[src/rtl/restoring_divider_pkg.sv]
// Shared definitions for multi-cycle arithmetic blocks: FSM state encoding and
// iteration-counter sizing.
package restoring_divider_pkg;

  typedef enum logic [1:0] {
    ST_IDLE = 2'd0,
    ST_RUN  = 2'd1,
    ST_DONE = 2'd2
  } state_t;

  // Iteration counter must hold 0..n-1; never narrower than one bit.
  function automatic int cnt_width(input int n);
    return (n <= 2) ? 1 : $clog2(n);
  endfunction

endpackage

[src/rtl/restoring_divider_borrow_sub.sv]
// Combinational W-bit subtractor a - b with borrow generate/propagate chain.
module borrow_lookahead_sub #(
  parameter int W = 9
) (
  input  logic [W-1:0] a,
  input  logic [W-1:0] b,
  output logic [W-1:0] diff,
  output logic         borrow_out
);

  logic [W-1:0] g;
  logic [W-1:0] p;
  logic [W:0]   bw;

  assign bw[0] = 1'b0;

  for (genvar i = 0; i < W; i++) begin : g_bit
    assign g[i]    = ~a[i] & b[i];
    assign p[i]    = ~(a[i] ^ b[i]);
    assign bw[i+1] = g[i] | (p[i] & bw[i]);
    assign diff[i] = a[i] ^ b[i] ^ bw[i];
  end

  assign borrow_out = bw[W];

endmodule

[src/rtl/restoring_divider.sv]
// Unsigned N-bit sequential restoring divider, one quotient bit per clock,
// behind a start/ready handshake; results held until the next accepted start.
//
// state   | meaning
// ST_IDLE | waiting for start; ready=1
// ST_RUN  | trial subtract/restore iterations, one per clock
// ST_DONE | one-cycle done pulse; results valid
module restoring_divider
  import restoring_divider_pkg::*;
#(
  parameter int N = 8
) (
  input  logic         clk,
  input  logic         rst,
  input  logic         start,
  input  logic [N-1:0] dividend,
  input  logic [N-1:0] divisor,
  output logic         ready,
  output logic         busy,
  output logic         done,
  output logic [N-1:0] quotient,
  output logic [N-1:0] remainder,
  output logic         div_by_zero
);

  localparam int CW = cnt_width(N);

  state_t state_q, state_d;

  logic [N:0]    r_q;
  logic [N:0]    r_sh;
  logic [N:0]    r_nxt;
  logic [N:0]    sub_diff;
  logic          sub_borrow;
  logic [N-1:0]  q_q;
  logic [N-1:0]  q_nxt;
  logic [N-1:0]  d_q;
  logic [CW-1:0] cnt_q;
  logic          accept;
  logic          last_iter;

  assign accept    = start && (state_q == ST_IDLE);
  assign last_iter = (state_q == ST_RUN) && (cnt_q == CW'(N - 1));

  // Shift {R,Q} left by one; R never exceeds D so R's msb carries nothing out.
  assign r_sh = (r_q << 1) | {{N{1'b0}}, q_q[N-1]};

  borrow_lookahead_sub #(.W(N + 1)) u_sub (
    .a          (r_sh),
    .b          ({1'b0, d_q}),
    .diff       (sub_diff),
    .borrow_out (sub_borrow)
  );

  assign r_nxt = sub_borrow ? r_sh : sub_diff;
  assign q_nxt = {q_q[N-2:0], ~sub_borrow};

  always_ff @(posedge clk or posedge rst) begin
    if (rst) state_q <= ST_IDLE;
    else     state_q <= state_d;
  end

  always_comb begin
    state_d = state_q;
    case (state_q)
      ST_IDLE: if (start) state_d = (divisor == '0) ? ST_DONE : ST_RUN;
      ST_RUN:  if (cnt_q == CW'(N - 1)) state_d = ST_DONE;
      ST_DONE: state_d = ST_IDLE;
      default: state_d = ST_IDLE;
    endcase
  end

  assign ready = (state_q == ST_IDLE);
  assign busy  = ~ready;
  assign done  = (state_q == ST_DONE);

  always_ff @(posedge clk or posedge rst) begin
    if (rst) begin
      r_q         <= '0;
      q_q         <= '0;
      d_q         <= '0;
      cnt_q       <= '0;
      quotient    <= '0;
      remainder   <= '0;
      div_by_zero <= 1'b0;
    end else if (accept) begin
      d_q   <= divisor;
      r_q   <= '0;
      q_q   <= dividend;
      cnt_q <= '0;
      if (divisor == '0) begin
        quotient    <= '1;
        remainder   <= dividend;
        div_by_zero <= 1'b1;
      end
    end else if (state_q == ST_RUN) begin
      r_q   <= r_nxt;
      q_q   <= q_nxt;
      cnt_q <= cnt_q + CW'(1);
      // Results are taken from the final iteration's next values so they
      // are already valid in the DONE cycle.
      if (last_iter) begin
        quotient    <= q_nxt;
        remainder   <= r_nxt[N-1:0];
        div_by_zero <= 1'b0;
      end
    end
  end

endmodule

[config.mk]
export PLATFORM = sky130hd
export DESIGN_NAME = restoring_divider
export DESIGN_NICKNAME = d
export VERILOG_FILES = /design/src/rtl/restoring_divider_pkg.sv /design/src/rtl/restoring_divider_borrow_sub.sv /design/src/rtl/restoring_divider.sv
export SDC_FILE = /design/constraint.sdc
export NUM_CORES = 1
export LEC_CHECK = 0
export ABC_CLOCK_PERIOD_IN_PS = 4400
export CAP_MARGIN = 25
export CORE_MARGIN = 5
export CORE_UTILIZATION = 48
export DETAILED_ROUTE_END_ITERATION = 12
export PLACE_DENSITY = 0.73
export SLEW_MARGIN = 20
export SYNTH_ARGS = -nofsm -noshare
export SYNTH_HDL_FRONTEND = slang
export SYNTH_SLANG_ARGS = --single-unit
[constraint.sdc]
create_clock -name clk -period 4.4 [get_ports clk]
set_clock_uncertainty 0.05 [all_clocks]
set_input_delay 1.32 -clock clk [delete_from_list [all_inputs] [get_ports clk]]
set_output_delay 1.32 -clock clk [all_outputs]
set_load 0.1 [all_outputs]
---- Word level (Yosys, flattened, before mapping) ----
Cells that the tools add are included.
storage, ports and cells
  register bits ........................... 46
  bits of input ports ..................... 19
  output and inout bits ................... 20
  word-level logic and storage cells ...... 103
cells by class
  add/sub/neg operators ................... 1
  eq/ne operators ......................... 6
  muxes and demuxes ....................... 23
  bitwise gates (word level) .............. 57
  reductions and logical operators ........ 8
operator list
  cell                   count
  $mux W8                13
  $not A1 Y1             18
  $and A1 B1 Y1          16
  $xor A1 B1 Y1          15
  $or A9 B1 Y9           1
  $logic_not A8 Y1       1
  $or A1 B1 Y1           7
  $mux W2                3
  $mux W3                2
  $mux W1                4
  $ne A2 B2 Y1 const B   2
  $pmux W2 S2            1
  $reduce_bool A2 Y1     2
  $add A3 B1 Y3 const B  1
  $eq A3 B3 Y1 const B   1
  $reduce_and A3 Y1      1
  $eq A2 B1 Y1 const B   1
  $eq A2 B2 Y1 const B   1
  $logic_and A1 B1 Y1    2
  $logic_not A2 Y1       1
  $ne A2 B1 Y1 const B   1
  $reduce_and A2 Y1      1

---- Depth between registers and ports, before layout ----
Gate-level depths: netlist of run 1.
  depth in word-level cells ............... 22
  gate-level depth with buffers ........... 14
  gate-level depth less buffers ........... 12

---- Hierarchy ----
Synthesis of run 1 repeated with hierarchy kept, for this count alone.
second synthesis, totals
  cell total of the unflattened synthesis .. 211
  area total of the unflattened synthesis .. 2304.7 µm²
modules (own cells, without submodules)
  module                times used  cells an instance  area an instance (µm²)  seq. area each (µm²)
  restoring_divider     1           183                2060.7                  1151.1
  borrow_lookahead_sub  1           28                 244.0                   0.0

---- Worst setup path before layout of run 1 ----
No wires, ideal clock.
  path type ............................... register to register
  start point ............................. reg q_q[7]
  end point ............................... reg remainder[0]
  setup time .............................. 0.132 ns
  data arrival time ....................... 3.955 ns
  slack ................................... 0.263 ns
  stages on the path, launching flop included .. 15
  clock period less this slack ............ 4.137 ns
  cell sequence ........................... dfrtp_1 inv_1 ha_1 fa_1 fa_1 fa_1 fa_1 fa_1 fa_1 fa_1 nor2b_1 clkbuf_1 clkbuf_1 o211ai_1 a31oi_1
on the way
  word-level cells in the longest chain between the ends .. 22
ends and longest elaborated chain
  what                    RTL line                            text
  from (decl)             restoring_divider.sv:35             logic [N-1:0] q_q;
  from (signal assigned)  restoring_divider.sv:89             q_q <= dividend;
  from (signal assigned)  restoring_divider.sv:98             q_q <= q_nxt;
  $or A9 B1 Y9 (*)        restoring_divider.sv:46             assign r_sh = (r_q << 1) | {{N{1'b0}}, q_q[N-1]};
  $not A1 Y1              restoring_divider_borrow_sub.sv:18  assign g[i] = ~a[i] & b[i];
  $and A1 B1 Y1           restoring_divider_borrow_sub.sv:18
  $and A1 B1 Y1           restoring_divider_borrow_sub.sv:20  assign bw[i+1] = g[i] | (p[i] & bw[i]);
  $or A1 B1 Y1            restoring_divider_borrow_sub.sv:20
  $and A1 B1 Y1           restoring_divider_borrow_sub.sv:20
  $or A1 B1 Y1            restoring_divider_borrow_sub.sv:20
  $and A1 B1 Y1           restoring_divider_borrow_sub.sv:20
  [6 not listed]          n/a
  $or A1 B1 Y1            restoring_divider_borrow_sub.sv:20
  $and A1 B1 Y1           restoring_divider_borrow_sub.sv:20
  $or A1 B1 Y1            restoring_divider_borrow_sub.sv:20
  $and A1 B1 Y1           restoring_divider_borrow_sub.sv:20
  $mux W8 (*)             restoring_divider.sv:55             assign r_nxt = sub_borrow ? r_sh : sub_diff;
  $mux W8 (*)             restoring_divider.sv:102            if (last_iter) begin
  $mux W8 (*)             restoring_divider.sv:96             end else if (state_q == ST_RUN) begin
  $mux W8 (*)             restoring_divider.sv:86             end else if (accept) begin
  to (signal assigned)    restoring_divider.sv:93             remainder <= dividend;
  to (signal assigned)    restoring_divider.sv:104            remainder <= r_nxt[N-1:0];
  to (decl)               restoring_divider.sv:22             output logic [N-1:0] remainder,
Mark *: on every way between the ends. The rest lies on a longest branch, timed or not. The select of a mux whose other input is x is not followed.
A chain may end at the register's enable or synchronous reset.

---- Final worst setup path of run 1 ----
  start point ............................. reg q_q[7]
  end point ............................... reg remainder[3]
on the way
  word-level cells in the longest chain between the ends .. 22
ends and longest elaborated chain
  what               RTL line
  $or A9 B1 Y9 (*)   restoring_divider.sv:46
  $not A1 Y1 (*)     restoring_divider_borrow_sub.sv:18
  $and A1 B1 Y1 (*)  restoring_divider_borrow_sub.sv:18
  $and A1 B1 Y1 (*)  restoring_divider_borrow_sub.sv:20
  $or A1 B1 Y1 (*)   restoring_divider_borrow_sub.sv:20
  $and A1 B1 Y1 (*)  restoring_divider_borrow_sub.sv:20
  $or A1 B1 Y1 (*)   restoring_divider_borrow_sub.sv:20
  $and A1 B1 Y1      restoring_divider_borrow_sub.sv:20
  [6 not listed]     n/a
  $or A1 B1 Y1       restoring_divider_borrow_sub.sv:20
  $and A1 B1 Y1      restoring_divider_borrow_sub.sv:20
  $or A1 B1 Y1       restoring_divider_borrow_sub.sv:20
  $and A1 B1 Y1      restoring_divider_borrow_sub.sv:20
  $mux W8 (*)        restoring_divider.sv:55
  $mux W8 (*)        restoring_divider.sv:102
  $mux W8 (*)        restoring_divider.sv:96
  $mux W8 (*)        restoring_divider.sv:86
Marked as above.

==> impl_metrics.env, run 1 <==
export IMPL_outcome="finished clean"
export IMPL_hpwl_microns=3860
export IMPL_worstSetupStartpointType="register"
export IMPL_met3_usage=0.0372
export IMPL_pre_cts_ws_ps=106
export IMPL_syn_avg_cell_area_sq_um=10.0
export IMPL_slew_violations=0
export IMPL_nNetsFinal=299
export IMPL_netlist_cell_type_count=27
export IMPL_setup_ws_ps=233
export IMPL_fmax_mhz=240
export IMPL_gr_total_overflow=0
export IMPL_synth_area_sq_mm=0.00235
export IMPL_synth_fa_ha_area_frac=0.0755
export IMPL_use_met1=0.243
export IMPL_clk_latency_ps=300
export IMPL_hold_viol_final=0
export IMPL_required_ps=4500
export IMPL_io_buffers=38
export IMPL_critical_path_top_delay_family="adder cells"
export IMPL_start_util=0.495
export IMPL_cp_cell_sequence="inv_1 > ha_1 > fa_1 > fa_1 > fa_1 > fa_1 > fa_2 > fa_2 > fa_2 > nor2b_4 > buf_4 > o211ai_1 > a31oi_1"
export IMPL_slowest_delay_ps=410
export IMPL_vias=1854
export IMPL_grtUsageMet2=0.292
export IMPL_synth_top_family_by_area="simple AND/OR/NAND/NOR gates"
export IMPL_cts_root_buf="clkbuf_8"
export IMPL_grt_pass1_wl_microns=9010
export IMPL_muxShareOfSynthArea=0
export IMPL_finalSetupTns_ps=0
export IMPL_slew_limit_headroom=0.343
export IMPL_nFillCells=414
export IMPL_whs_path_depth=1
export IMPL_cts_buffer_depth=2
export IMPL_rows=25
export IMPL_final_layout_size_suffix_gt1_frac=0.118
export IMPL_antenna_found_initial=0
export IMPL_reg2regPathDepth=13
export IMPL_die_area_sq_mm=0.00640
export IMPL_hold_path_class="reg2reg"
export IMPL_crit_type="reg2reg"
export IMPL_path_buf_inv=2
export IMPL_route_detailed_vias_per_inst=5.49
export IMPL_ys_seq_area_frac=0.489
export IMPL_crit_path_frequent_cell="fa_1"
export IMPL_wl_microns=5450
export IMPL_crit_arrival_ps=4270
export IMPL_endpoint_kind="register"
export IMPL_die_h_microns=80.0
export IMPL_dr_pass1_iters=6
export IMPL_layout_min_cycle_time_ps=4170
export IMPL_synth_warnings=0
export IMPL_drv_cap=0
export IMPL_cpMaxStageDelayCell="fa_1"
export IMPL_core_area_sq_mm=0.00475
export IMPL_cp_max_fo=10
export IMPL_postSynthCellCount=235
export IMPL_grt_pass1_vias=1827
export IMPL_htree_levels=2
export IMPL_cts_tree="yes"
export IMPL_yosys_area_share_simple=0.196
export IMPL_regToRegEndpoint="remainder[3]$_DFFE_PP0P_"
export IMPL_place_congestion=0.909
export IMPL_synth_xor_xnor_area_share=0
export IMPL_rsz0062_at_grt="no"
export IMPL_clock_sinks=46
export IMPL_antenna_cells=0
export IMPL_ant_nets=0
export IMPL_synth_seq_cells=46
export IMPL_hp_start="quotient[2]$_DFFE_PP0P_"
export IMPL_path_clk_slew_ps=80
export IMPL_busiest_layer="met2"
export IMPL_synth_nets=264
export IMPL_die_w_microns=80.0
export IMPL_numCtsBuffers=5
export IMPL_synth_compound_area_share=0.172
export IMPL_grt_max_degree=34
export IMPL_drc=0
export IMPL_worst_slew_pin_slew_ps=982
export IMPL_whs_endpoint="quotient[2]$_DFFE_PP0P_"
export IMPL_fin_crit_sh=0.947
export IMPL_reg2reg_setup_slack_ps=230
export IMPL_routedWlPerCell_microns=16.1
export IMPL_setup_viol=0
export IMPL_drt_iter0_markers=133
export IMPL_rr_startpoint="q_q[7]$_DFFE_PP0P_"
export IMPL_synthToLayoutAreaGrowth_pct=23.3
export IMPL_track_usage=0.184
export IMPL_io_pins=39
## how the worst max path moves through the flow
stage	start	end	slack [ps]	depth (start not counted)
2_1_floorplan	q_q[7]$_DFFE_PP0P_	remainder[0]$_DFFE_PP0P_	260	14
3_3_place_gp	q_q[7]$_DFFE_PP0P_	remainder[6]$_DFFE_PP0P_	210	12
3_5_place_dp	q_q[7]$_DFFE_PP0P_	remainder[0]$_DFFE_PP0P_	110	13
4_1_cts	q_q[7]$_DFFE_PP0P_	remainder[3]$_DFFE_PP0P_	70	13
5_1_grt	q_q[7]$_DFFE_PP0P_	remainder[3]$_DFFE_PP0P_	60	13
6_report	q_q[7]$_DFFE_PP0P_	remainder[3]$_DFFE_PP0P_	230	13
## cells in the mapped netlist, drive strengths merged
master	count	share of area
clkbuf	7	0.011
a2bb2oi	1	0.0064
o2bb2ai	2	0.0074
or2	1	0.0027
nand3	9	0.019
dfrtp	46	0.49
o21ai	3	0.0064
fa	7	0.060
or3b	9	0.034
ha	3	0.016
buf	9	0.027
a21oi	8	0.017
nor2	1	0.0016
a31oi	8	0.021
and3b	2	0.0074
nor2b	3	0.0080
nand2	61	0.097
a311oi	8	0.030
nor3b	1	0.0053
nand2b	1	0.0027
o21bai	1	0.0032
o211ai	16	0.051
nor4	2	0.018
a31o	1	0.0037
inv	18	0.029
o22a	7	0.026
## area by class of cell
| cell class | instances | area [sq um] | share of cell area |
|---|---|---|---|
| flip-flops and latches | 46 | 1150 | 0.397 |
| multi-input cells | 155 | 1060 | 0.367 |
| repair buffers | 44 | 423 | 0.146 |
| well taps | 67 | 83.8 | 0.0289 |
| clock buffers | 6 | 72.6 | 0.0250 |
| inverters | 18 | 67.6 | 0.0233 |
| clock inverters | 2 | 37.5 | 0.0129 |
## per-layer routing
| metal | vias up | wire length (microns) |
|---|---|---|
| met5 | - | 0 |
| met4 | 0 | 104 |
| met3 | 11 | 305 |
| met2 | 63 | 2600 |
| met1 | 898 | 2440 |
| li1 | 882 | - |
## cell usage in the layout (no fill, tap or decap), drive strengths merged
cell type / netlist / layout
a21oi: 8 / 8
nor2b: 3 / 3
o21ai: 3 / 3
buf: 9 / 7
clkinvlp: 0 / 1
a31o: 1 / 1
o21bai: 1 / 1
or3b: 9 / 9
nand3: 9 / 9
fa: 7 / 7
bufinv: 0 / 1
a311oi: 8 / 8
clkdlybuf4s50: 0 / 37
inv: 18 / 17
or2: 1 / 1
nor2: 1 / 1
nand2: 61 / 61
ha: 3 / 3
nor3b: 1 / 1
clkinv: 0 / 1
o22a: 7 / 7
a2bb2oi: 1 / 1
clkbuf: 7 / 6
nand2b: 1 / 1
o2bb2ai: 2 / 2
nor4: 2 / 2
and3b: 2 / 2
dfrtp: 46 / 46
o211ai: 16 / 16
a31oi: 8 / 8
## repair_timing
| item | in CTS | in global routing |
|---|---|---|
| gates resized for setup | 0 | 5 |
| hold buffers | 0 | 0 |
| endpoints found under the setup margin | 0 | 8 |
| buffers inserted | 0 | 0 |
## per-stage QoR
stage	util	std cells	hold slack (ps)	instance area [sq um]
after floorplan	-	235	400	2350
after global placement	0.582	329	420	2770
after detailed placement	0.584	330	426	2780
after CTS	0.607	338	446	2890
after global routing	0.610	338	460	2900
final	0.610	338	439	2900
## state kept, by name, indices dropped and copies added, names as in the netlist
name	count
q_q	8
r_q	8
cnt_q	3
state_q	2
div_by_zero	1
remainder	8
d_q	8
quotient	8
## kinds of logic after synthesis
logic type / count (synthesis)
buffers and inverters: 34
AND/OR/NAND/NOR: 90
AO/OA/AOI/OAI: 55
flip-flops: 46
adder cells (fa/ha/maj): 10
Power of run 1 is not shown: default switching activity piles up to over one toggle a cycle in this logic, so the estimate is an artifact.
==> run 2, diff against run 1 <==
Settings changed: CAP_MARGIN 25 to default.
==> run 2 against run 1 <==
  * Die area unchanged
  * Worst setup slack got worse by 18 ps
  * Global-route usage decreased by 0.070 points
  * Critical path depth decreased by 1
  * Clock-buffer cell count unchanged
  * Critical endpoint is now remainder[6]$_DFFE_PP0P_
  * Hold slack improved by 3.4 ps
  * Register-to-register slack got worse by 20 ps
  * Highest routed layer unchanged
  * Routed wire length decreased by 0.57%
  * Largest cell class unchanged
==> impl_metrics.env, run 2 (synthesis gave the netlist of run 1 again) <==
export IMPL_finalSetupTns_ps=0
export IMPL_hpwl_microns=3840
export IMPL_crit_type="reg2reg"
export IMPL_vias=1862
export IMPL_path_clk_slew_ps=90
export IMPL_worstSetupStartpointType="register"
export IMPL_clk_latency_ps=300
export IMPL_drv_cap=0
export IMPL_endpoint_kind="register"
export IMPL_postLayoutCellArea_sq_mm=0.00288
export IMPL_final_layout_size_suffix_gt1_frac=0.104
export IMPL_place_congestion=0.909
export IMPL_die_area_sq_mm=0.00640
export IMPL_final_cell_mix="nand2_1 (61), dfrtp_1 (46), clkdlybuf4s50_1 (37)"
export IMPL_antenna_found_initial=0
export IMPL_cts_root_buf="clkbuf_8"
export IMPL_grt_max_degree=34
export IMPL_route_detailed_vias_per_inst=5.53
export IMPL_hold_viol_final=0
export IMPL_die_w_microns=80.0
export IMPL_nNetsFinal=298
export IMPL_grt_pass1_wl_microns=9010
export IMPL_setup_viol=0
export IMPL_routedWlPerCell_microns=16.1
export IMPL_numCtsBuffers=5
export IMPL_final_common_cell="nand2_1"
export IMPL_dr_pass1_iters=4
export IMPL_wl_microns=5420
export IMPL_cts_buffer_depth=2
export IMPL_antenna_cells=0
export IMPL_clock_sinks=46
export IMPL_io_buffers=38
export IMPL_hold_path_class="reg2reg"
export IMPL_worst_slew_pin_slew_ps=986
export IMPL_rsz0062_at_grt="no"
export IMPL_grt_pass1_vias=1770
export IMPL_fin_crit_sh=0.951
export IMPL_fmax_mhz=239
export IMPL_synthToLayoutAreaGrowth_pct=22.4
export IMPL_ant_nets=0
export IMPL_rows=25
export IMPL_slew_violations=0
export IMPL_core_area_sq_mm=0.00475
export IMPL_postCtsResizedCells=0
export IMPL_die_h_microns=80.0
export IMPL_cts_tree="yes"
export IMPL_slew_limit_headroom=0.341
export IMPL_placed_area_sq_mm=0.00277
export IMPL_crit_arrival_ps=4290
export IMPL_io_pins=39
export IMPL_outcome="finished clean"
export IMPL_required_ps=4500
export IMPL_cp_max_fo=17
export IMPL_start_util=0.495
export IMPL_gr_total_overflow=0
export IMPL_htree_levels=2
export IMPL_ctsHoldBuffers=0
export IMPL_track_usage=0.183
export IMPL_drt_iter0_markers=136
export IMPL_cts_setup_buffers=0
export IMPL_layout_min_cycle_time_ps=4190
export IMPL_drc=0
[run 2: cell types whose count changed in the layout (fill, tap and decap cells not counted), sizes merged]
cell	change
buf	-1
[run 2: layer usage]
layer,wire (microns),part of all wire,track usage
met1,2410,0.44,0.247
met2,2520,0.46,0.292
met3,399,0.074,0.0372
met4,93,0.017,0.0659
met5,0,0,0
[run 2: path summary, 6_finish.rpt]
kind                                         start                       end  slack [ps]  depth (start not counted)
max in group asynchronous                      rst   quotient[0]$_DFFE_PP0P_        2250                          3
hold / removal             quotient[2]$_DFFE_PP0P_   quotient[2]$_DFFE_PP0P_         440                          1
setup / recovery                q_q[7]$_DFFE_PP0P_  remainder[6]$_DFFE_PP0P_         210                         12
hold reg to reg            quotient[2]$_DFFE_PP0P_   quotient[2]$_DFFE_PP0P_         440                          1
setup reg to reg                q_q[7]$_DFFE_PP0P_  remainder[6]$_DFFE_PP0P_         210                         12
min in group asynchronous                      rst   quotient[4]$_DFFE_PP0P_        1320                          2
[run 2: layout make-up]
| cell class | instances | area, sq um |
|---|---|---|
| fillers | 422 | 1870 |
| flip-flops and latches | 46 | 1150 |
| multi-input cells | 155 | 1050 |
| repair buffers | 43 | 415 |
| well taps | 67 | 83.8 |
| clock buffers | 6 | 72.6 |
| inverters | 18 | 67.6 |
| clock inverters | 2 | 37.5 |
[run 2: critical path, cell delays in order (launching register included)]
cell      delay, ps
dfrtp_1         360
inv_1            50
ha_1            200
fa_1            380
fa_1            390
fa_1            390
fa_1            400
fa_1            400
fa_1            400
fa_1            390
nor2b_2         270
o211ai_1        240
a31oi_1         110
[run 2: through the flow]
stage	worst slack, ps	utilization	cells	hold slack, ps
3_5_place_dp	144	0.582	329	426
2_1_floorplan	263	-	235	400
3_3_place_gp	207	0.582	329	420
5_1_grt	19.2	0.606	337	462
6_report	215	0.606	337	443
4_1_cts	98.8	0.605	337	447
Power of run 2 is left out for the same reason.
